`src/rtl/t07_mem_arbiter.sv`:
```
// Round-robin arbiter sharing one memory port between fetch and data; T07_ARB_TIMEOUT_EN adds a wait timeout.
// Latency: request cycle N -> ext_rwi cycle N+1 -> earliest ack N+1 -> done pulse N+2.
// Backpressure: freeze holds the CPU while a request is pending in IDLE or an access is issued.
module t07_mem_arbiter #(
  parameter int ADDR_W         = 32,
  parameter int DATA_W         = 32,
  parameter int TIMEOUT_CYCLES = 255
) (
  input  logic              clk,
  input  logic              nrst,
  input  logic              fetch_req,
  input  logic [ADDR_W-1:0] fetch_addr,
  input  logic              data_read,
  input  logic              data_write,
  input  logic [ADDR_W-1:0] data_addr,
  input  logic [DATA_W-1:0] data_wdata,
  input  logic [DATA_W-1:0] ext_rdata,
  input  logic              ext_ack,
  output logic [1:0]        ext_rwi,
  output logic [ADDR_W-1:0] ext_addr,
  output logic [DATA_W-1:0] ext_wdata,
  output logic [DATA_W-1:0] instr_out,
  output logic              fetch_done,
  output logic [DATA_W-1:0] data_rdata,
  output logic              data_done,
  output logic              freeze,
  output logic              err
);

  typedef enum logic [1:0] {IDLE, ISSUE_D, ISSUE_F, DONE} state_t;

  localparam logic [1:0] RWI_IDLE  = 2'b00;
  localparam logic [1:0] RWI_READ  = 2'b01;
  localparam logic [1:0] RWI_WRITE = 2'b10;
  localparam logic [1:0] RWI_FETCH = 2'b11;

  state_t            state_q, state_d;
  logic              last_grant_q, last_grant_d;  // 1 = fetch was granted last
  logic [1:0]        ext_rwi_q, ext_rwi_d;
  logic [ADDR_W-1:0] ext_addr_q, ext_addr_d;
  logic [DATA_W-1:0] ext_wdata_q, ext_wdata_d;
  logic [DATA_W-1:0] instr_q, instr_d;
  logic [DATA_W-1:0] rdata_q, rdata_d;
  logic              fetch_done_q, fetch_done_d;
  logic              data_done_q, data_done_d;
  logic              err_q, err_d;
  logic              data_pend;
  logic              issuing;
  logic              timeout_hit;

  assign data_pend = data_read | data_write;
  assign issuing   = (state_q == ISSUE_D) || (state_q == ISSUE_F);

`ifdef T07_ARB_TIMEOUT_EN
  localparam int CNT_W = ($clog2(TIMEOUT_CYCLES + 1) > 8) ? $clog2(TIMEOUT_CYCLES + 1) : 8;

  logic [CNT_W-1:0] wait_cnt_q, wait_cnt_d;

  // Counter is zero whenever not issuing, so it is already clear on entry.
  always_comb begin
    wait_cnt_d = '0;
    if (issuing && !ext_ack) wait_cnt_d = wait_cnt_q + CNT_W'(1);
  end

  always_ff @(posedge clk or negedge nrst) begin
    if (!nrst) wait_cnt_q <= '0;
    else       wait_cnt_q <= wait_cnt_d;
  end

  assign timeout_hit = (wait_cnt_q == CNT_W'(TIMEOUT_CYCLES - 1));
`else
  wire unused_timeout_cfg = |TIMEOUT_CYCLES;
  assign timeout_hit = 1'b0;
`endif

  always_comb begin
    state_d      = state_q;
    last_grant_d = last_grant_q;
    ext_rwi_d    = ext_rwi_q;
    ext_addr_d   = ext_addr_q;
    ext_wdata_d  = ext_wdata_q;
    instr_d      = instr_q;
    rdata_d      = rdata_q;
    fetch_done_d = 1'b0;
    data_done_d  = 1'b0;
    err_d        = 1'b0;
    case (state_q)
      IDLE: begin
        if (data_pend && (!fetch_req || last_grant_q)) begin
          state_d      = ISSUE_D;
          last_grant_d = 1'b0;
          ext_addr_d   = data_addr;
          ext_wdata_d  = data_wdata;
          ext_rwi_d    = data_write ? RWI_WRITE : RWI_READ;
        end else if (fetch_req) begin
          state_d      = ISSUE_F;
          last_grant_d = 1'b1;
          ext_addr_d   = fetch_addr;
          ext_wdata_d  = data_wdata;
          ext_rwi_d    = RWI_FETCH;
        end
      end
      ISSUE_D, ISSUE_F: begin
        // An ack coinciding with the limit wins; a timed-out read returns zero.
        if (ext_ack || timeout_hit) begin
          state_d   = DONE;
          ext_rwi_d = RWI_IDLE;
          err_d     = !ext_ack;
          if (state_q == ISSUE_F) begin
            fetch_done_d = 1'b1;
            instr_d      = ext_ack ? ext_rdata : '0;
          end else begin
            data_done_d = 1'b1;
            if (ext_rwi_q == RWI_READ) rdata_d = ext_ack ? ext_rdata : '0;
          end
        end
      end
      DONE:    state_d = IDLE;
      default: state_d = IDLE;
    endcase
  end

  always_ff @(posedge clk or negedge nrst) begin
    if (!nrst) begin
      state_q      <= IDLE;
      last_grant_q <= 1'b1;
      ext_rwi_q    <= RWI_IDLE;
      ext_addr_q   <= '0;
      ext_wdata_q  <= '0;
      instr_q      <= '0;
      rdata_q      <= '0;
      fetch_done_q <= 1'b0;
      data_done_q  <= 1'b0;
      err_q        <= 1'b0;
    end else begin
      state_q      <= state_d;
      last_grant_q <= last_grant_d;
      ext_rwi_q    <= ext_rwi_d;
      ext_addr_q   <= ext_addr_d;
      ext_wdata_q  <= ext_wdata_d;
      instr_q      <= instr_d;
      rdata_q      <= rdata_d;
      fetch_done_q <= fetch_done_d;
      data_done_q  <= data_done_d;
      err_q        <= err_d;
    end
  end

  assign ext_rwi    = ext_rwi_q;
  assign ext_addr   = ext_addr_q;
  assign ext_wdata  = ext_wdata_q;
  assign instr_out  = instr_q;
  assign data_rdata = rdata_q;
  assign fetch_done = fetch_done_q;
  assign data_done  = data_done_q;
  assign err        = err_q;
  assign freeze     = issuing || ((state_q == IDLE) && (fetch_req || data_pend));

endmodule

```
`config.mk`:
```
export PLATFORM = sky130hd
export DESIGN_NAME = t07_mem_arbiter
export DESIGN_NICKNAME = d
export VERILOG_FILES = /design/src/rtl/t07_mem_arbiter.sv
export SDC_FILE = /design/constraint.sdc
export NUM_CORES = 1
export LEC_CHECK = 0
export BUFFER_PORTS_ARGS = -buffer_cell sky130_fd_sc_hd__buf_2
export CAP_MARGIN = 5
export CORE_MARGIN = 8
export CORE_UTILIZATION = 45
export DETAILED_ROUTE_END_ITERATION = 16
export PLACE_DENSITY = 0.78
export SYNTH_ARGS = -nofsm -noshare
export SYNTH_HDL_FRONTEND = slang
export SYNTH_SLANG_ARGS = --single-unit
```
`constraint.sdc`:
```
create_clock -name clk -period 4.2 [get_ports clk]
set_clock_uncertainty 0.2 [all_clocks]
set_input_delay 0.42 -clock clk [delete_from_list [all_inputs] [get_ports clk]]
set_output_delay 0.42 -clock clk [all_outputs]
set_load 0.02 [all_outputs]
```
After elaboration in Yosys (flattened, before gate mapping)
Index checks and enable logic that the tools add are counted.

Register bits after elaboration: 136. Bits of input ports: 134. Output and inout bits: 134.

Equality and inequality tests: 6. Mux-type cells: 23. Bitwise logic cells: 2. Reduce and logical (&&, ||, !) cells: 17.

Operator list (number): 2-to-1 mux 32 bit (4); 2-to-1 mux 2 bit (7); 2-to-1 mux 1 bit (10); one-hot mux 2 bit (3 select lines) (1); AND reduction 3 bit (2); == test 2 x 1 -> 1 bit, second input constant (2); == test 2 bit, second input constant (2); logical OR 1 bit (4); one-hot mux 2 bit (2 select lines) (1); AND reduction 2 bit (2); AND reduction 4 bit (1); nonzero test 2 bit (2); != test 3 bit, second input constant (1); logical AND 1 bit (2); logical NOT 1 bit (2); logical NOT 2 bit (1); != test 2 bit, second input constant (1); OR reduction 2 bit (1); NOT 1 bit (1); OR 1 bit (1).

Depth between registers and ports, before layout
Word-level depth: 5. Gate-level depth with buffers: 7. Depth with buffers taken out: 5.

Worst setup path before layout
Ideal clock, no wire load.

Path kind: flip-flop to flip-flop. Start point: register state_q[1]. End point: register rdata_q[10], in the netlist data_rdata[10]. Setup time: 0.125 ns. Data arrival time: 1.725 ns. Required time: 3.875 ns. Setup slack: 2.150 ns. Cell stages (with the launch flop): 8. Buffers on the path: 2. Cell sequence: dfrtp_1 inv_1 ha_1 buf_4 nand2_1 nor4b_4 buf_4 mux2_2.

Word-level cells in the longest chain between the ends: 3. Elaborated cells on any way between the ends: 5.

RTL lines: start, declared (line 37) `state_t state_q, state_d;`; start signal, assigned (line 136) `state_q <= state_d;`; == test 2 x 1 -> 1 bit / == test 2 bit (equally long branches) (line 87, 109); OR reduction 2 bit / NOT 1 bit (equally long branches); AND reduction 4 bit (no line) *; end signal, assigned (line 142) `rdata_q <= rdata_d;`; end, declared (line 43) `logic [DATA_W-1:0] rdata_q, rdata_d;`.

Every way passes the cells marked *; elsewhere a longest branch is shown, timed or not. A chain may end at the register's enable or synchronous reset.

Worst setup path after layout
Start point: register state_q[1]. End point: register rdata_q[18], in the netlist data_rdata[18].

Same word-level chain as after synthesis.

==> out/results.ini <==
[sta]
finalWorstPathRequiredPeriod_ns = 2.37
highest_clock_rate_mhz = 421
timing.final.setup_violations = 0
layout_worst_path_cycle_share = 0.565
rsz0062_at_grt = false
setup_tns_ns = 0
final_hold_vios = 0
timing.slew.headroom = 0.268
tightest_slew_ns = 1.09
drv_slew = 0
finalHoldWorstSlack_ns = 0.0475

[global_route]
grt_pass1_vias = 4819
grt_pass1_wl_um = 24400
number_of_antenna_violations_at_the_first_check_in_global_routing = 1
gr-total-overflow = 0
maximum_number_of_pins_on_one_net_before_global_route_repair = 102
groute.usage.overall = 0.190

[clocking]
insertion_delay_ns = 0.40
worst_setup_hold_path_clk_slew_ns = 0.06
post-cts-setup-buffer-count = 0
post_cts_hold_buffer_count = 1
cts_max_path_buffers = 2
cts_htree_levels = 4
cts-buffers-inserted = 17
numClockSinks = 135
cts_root_buf = sky130_fd_sc_hd__clkbuf_16
cts_resized = 0
clock_tree_from_tritoncts = done

[synthesis]
simple_logic_cell_fraction_of_the_synthesized_area = 0.0717
postSynthCellCount = 429
yosys_most_used_dff = sky130_fd_sc_hd__dfrtp_1
synth.mux.area_fraction = 0.198
synth_top_family_by_area = multiplexers
synth_enable_flop_cells = 0
mappedNetlistNets = 566
synthesis.area_per_instance_um2 = 12.9
synth_compound_area_frac = 0.0783
post_synth_instance_area_um2 = 5510
synth-seq-cells = 135
synth-adder-area-share = 0.00681
synthesis.yosys.warnings = 0
synth_xor_area_frac = 0
synth_sequential_area_ratio = 0.613
synth_async_sr_flop_share = 1.00
synth.lib_cells_used.distinct = 28

[route]
drtPass1Iterations = 5
wire_per_inst_um = 18.0
drtAntennaViolNets = 0
routed_vias_inst = 5.15
via_count = 4371
wl_um = 15300
drc_errors = 0
detail_route.iter0.violations = 324

[power_and_ir_drop]
p_seq_frac = 0.334
power_density_nw_per_um2 = 906
power.share.clock = 0.234
static-leakage-power_nw = 3.72
p_int_mw = 4.24
netSwitchingFraction = 0.383
vdd_drop_max_mv = 0.357
net-switching-power_mw = 2.64
comb_power_share = 0.432

[die]
die_height_um = 127
io_pins = 268
floorplan.rows = 40
die_area_um2 = 16000
core_area_um2 = 12000
start_util = 0.459
die_w_um = 127

[setup_path]
critPathCaptureType = flip-flop
crit_buf_inv = 2
critical-path-top-delay-family = buffers and inverters
cp-start-kind = flip-flop
worst_ep_required_time_ns = 4.29
worstPathArrival_ns = 2.46
cell_with_the_biggest_individual_delay_on_the_critical_path = sky130_fd_sc_hd__buf_4
type_of_the_worst_setup_path = flip-flop to flip-flop
critical_path.max_fanout = 32
critical-path-max-stage-delay_ns = 0.43
crit_chain = inv_1 > ha_1 > nand2_1 > nor4b_4 > buf_4 > mux2_2

[placed_design]
place.gp.congestion = 0.813
place_hpwl_um = 11300
io_buffer_count = 266
numPlacedInstances = 815

[job]
max-cap-violations = 0

[cells_and_area]
syn_to_final_growth_pct = 37.7
nets = 825
layoutNonFillerInstCount = 848
most-common-layout-cells = sky130_fd_sc_hd__buf_2, sky130_fd_sc_hd__dfrtp_1, sky130_fd_sc_hd__mux2_2, sky130_fd_sc_hd__nor2_1, sky130_fd_sc_hd__a31oi_1
post_route_cells_drive_above_1_share = 0.580
layout.cells.most_common = sky130_fd_sc_hd__buf_2
layout.core_utilization = 0.632

[hold_path]
holdCritPathClass = primary input to flip-flop

[run_status]
result_of_the_run = complete, no violations

worst paths after layout:
| kind | cells after the start | slack [ns] | startpoint | endpoint |
|---|---|---|---|---|
| max in group asynchronous | 3 | 2.27 | nrst | ext_wdata[21]$_DFFE_PN0P_ |
| max reg2reg | 6 | 1.83 | state_q[1]$_DFFE_PN0P_ | data_rdata[18]$_DFFE_PN0P_ |
| min | 2 | 0.05 | data_wdata[25] | ext_wdata[25]$_DFFE_PN0P_ |
| min in group asynchronous | 2 | 0.47 | nrst | instr_out[2]$_DFFE_PN0P_ |
| min reg2reg | 1 | 0.29 | data_rdata[6]$_DFFE_PN0P_ | data_rdata[6]$_DFFE_PN0P_ |
| max | 6 | 1.83 | state_q[1]$_DFFE_PN0P_ | data_rdata[18]$_DFFE_PN0P_ |
layer usage:
metal	global-route usage	wire, µm	share of wire
met2	0.337	7960	0.52
met5	0	0	0
met3	0.0587	1130	0.074
met4	0.0903	333	0.022
met1	0.202	5830	0.38
flip-flops by register name, summed over array words and instances, names as in the netlist:
signal	cells
instr_out	32
ext_wdata	32
ext_rwi	2
state_q	2
data_rdata	32
data_done	1
fetch_done	1
last_grant_q	1
ext_addr	32
cell usage after synthesis (all sizes together) (2+ instances only):
| cell | count | share of area |
|---|---|---|
| or2 | 3 | 0.0034 |
| o21ai | 34 | 0.031 |
| inv | 4 | 0.0027 |
| nor4b | 2 | 0.0059 |
| ha | 3 | 0.0068 |
| buf | 18 | 0.018 |
| mux2 | 97 | 0.20 |
| dfrtp | 134 | 0.61 |
| nand3 | 33 | 0.030 |
| clkbuf | 15 | 0.010 |
| nor2 | 37 | 0.025 |
| nor2b | 3 | 0.0034 |
| a31oi | 35 | 0.040 |
power by group through the flow:
stage / Clock (mW) / Sequential (mW) / Combinational, mW
floorplan: 0 / 3.08 / 1.19
finish: 1.61 / 2.30 / 2.97
global route: 1.70 / 2.38 / 3.19
detailed placement: 0 / 2.32 / 3.01
CTS: 1.65 / 2.31 / 3.02
global placement: 0 / 2.28 / 2.92
layout make-up:
type                            count  area (µm²)
Antenna cell                        1        2.50
Clock buffer                       20         457
Clock inverter                     11         195
Fill cell                         950        4420
Inverter                            4        15.0
Multi-Input combinational cell    257        1970
Sequential cell                   135        3380
Tap cell                          147         184
Timing Repair Buffer              273        1390
kinds of logic after synthesis:
family	Yosys count
simple gates	82
mux	97
other cells	1
fa+ha+maj	3
compound gates	74
buf+inv	37
flops	135
stage by stage:
| step | area [µm²] | total power, mW | setup WS [ns] |
|---|---|---|---|
| floorplan | 5510 | 4.26 | 2.15 |
| global placement | 6930 | 5.20 | 1.92 |
| detailed placement | 6930 | 5.33 | 1.85 |
| CTS | 7590 | 6.97 | 1.82 |
| global route | 7590 | 7.28 | 1.69 |
| finish | 7590 | 6.88 | 1.83 |
No activity file was read; power rests on OpenSTA's default activity.
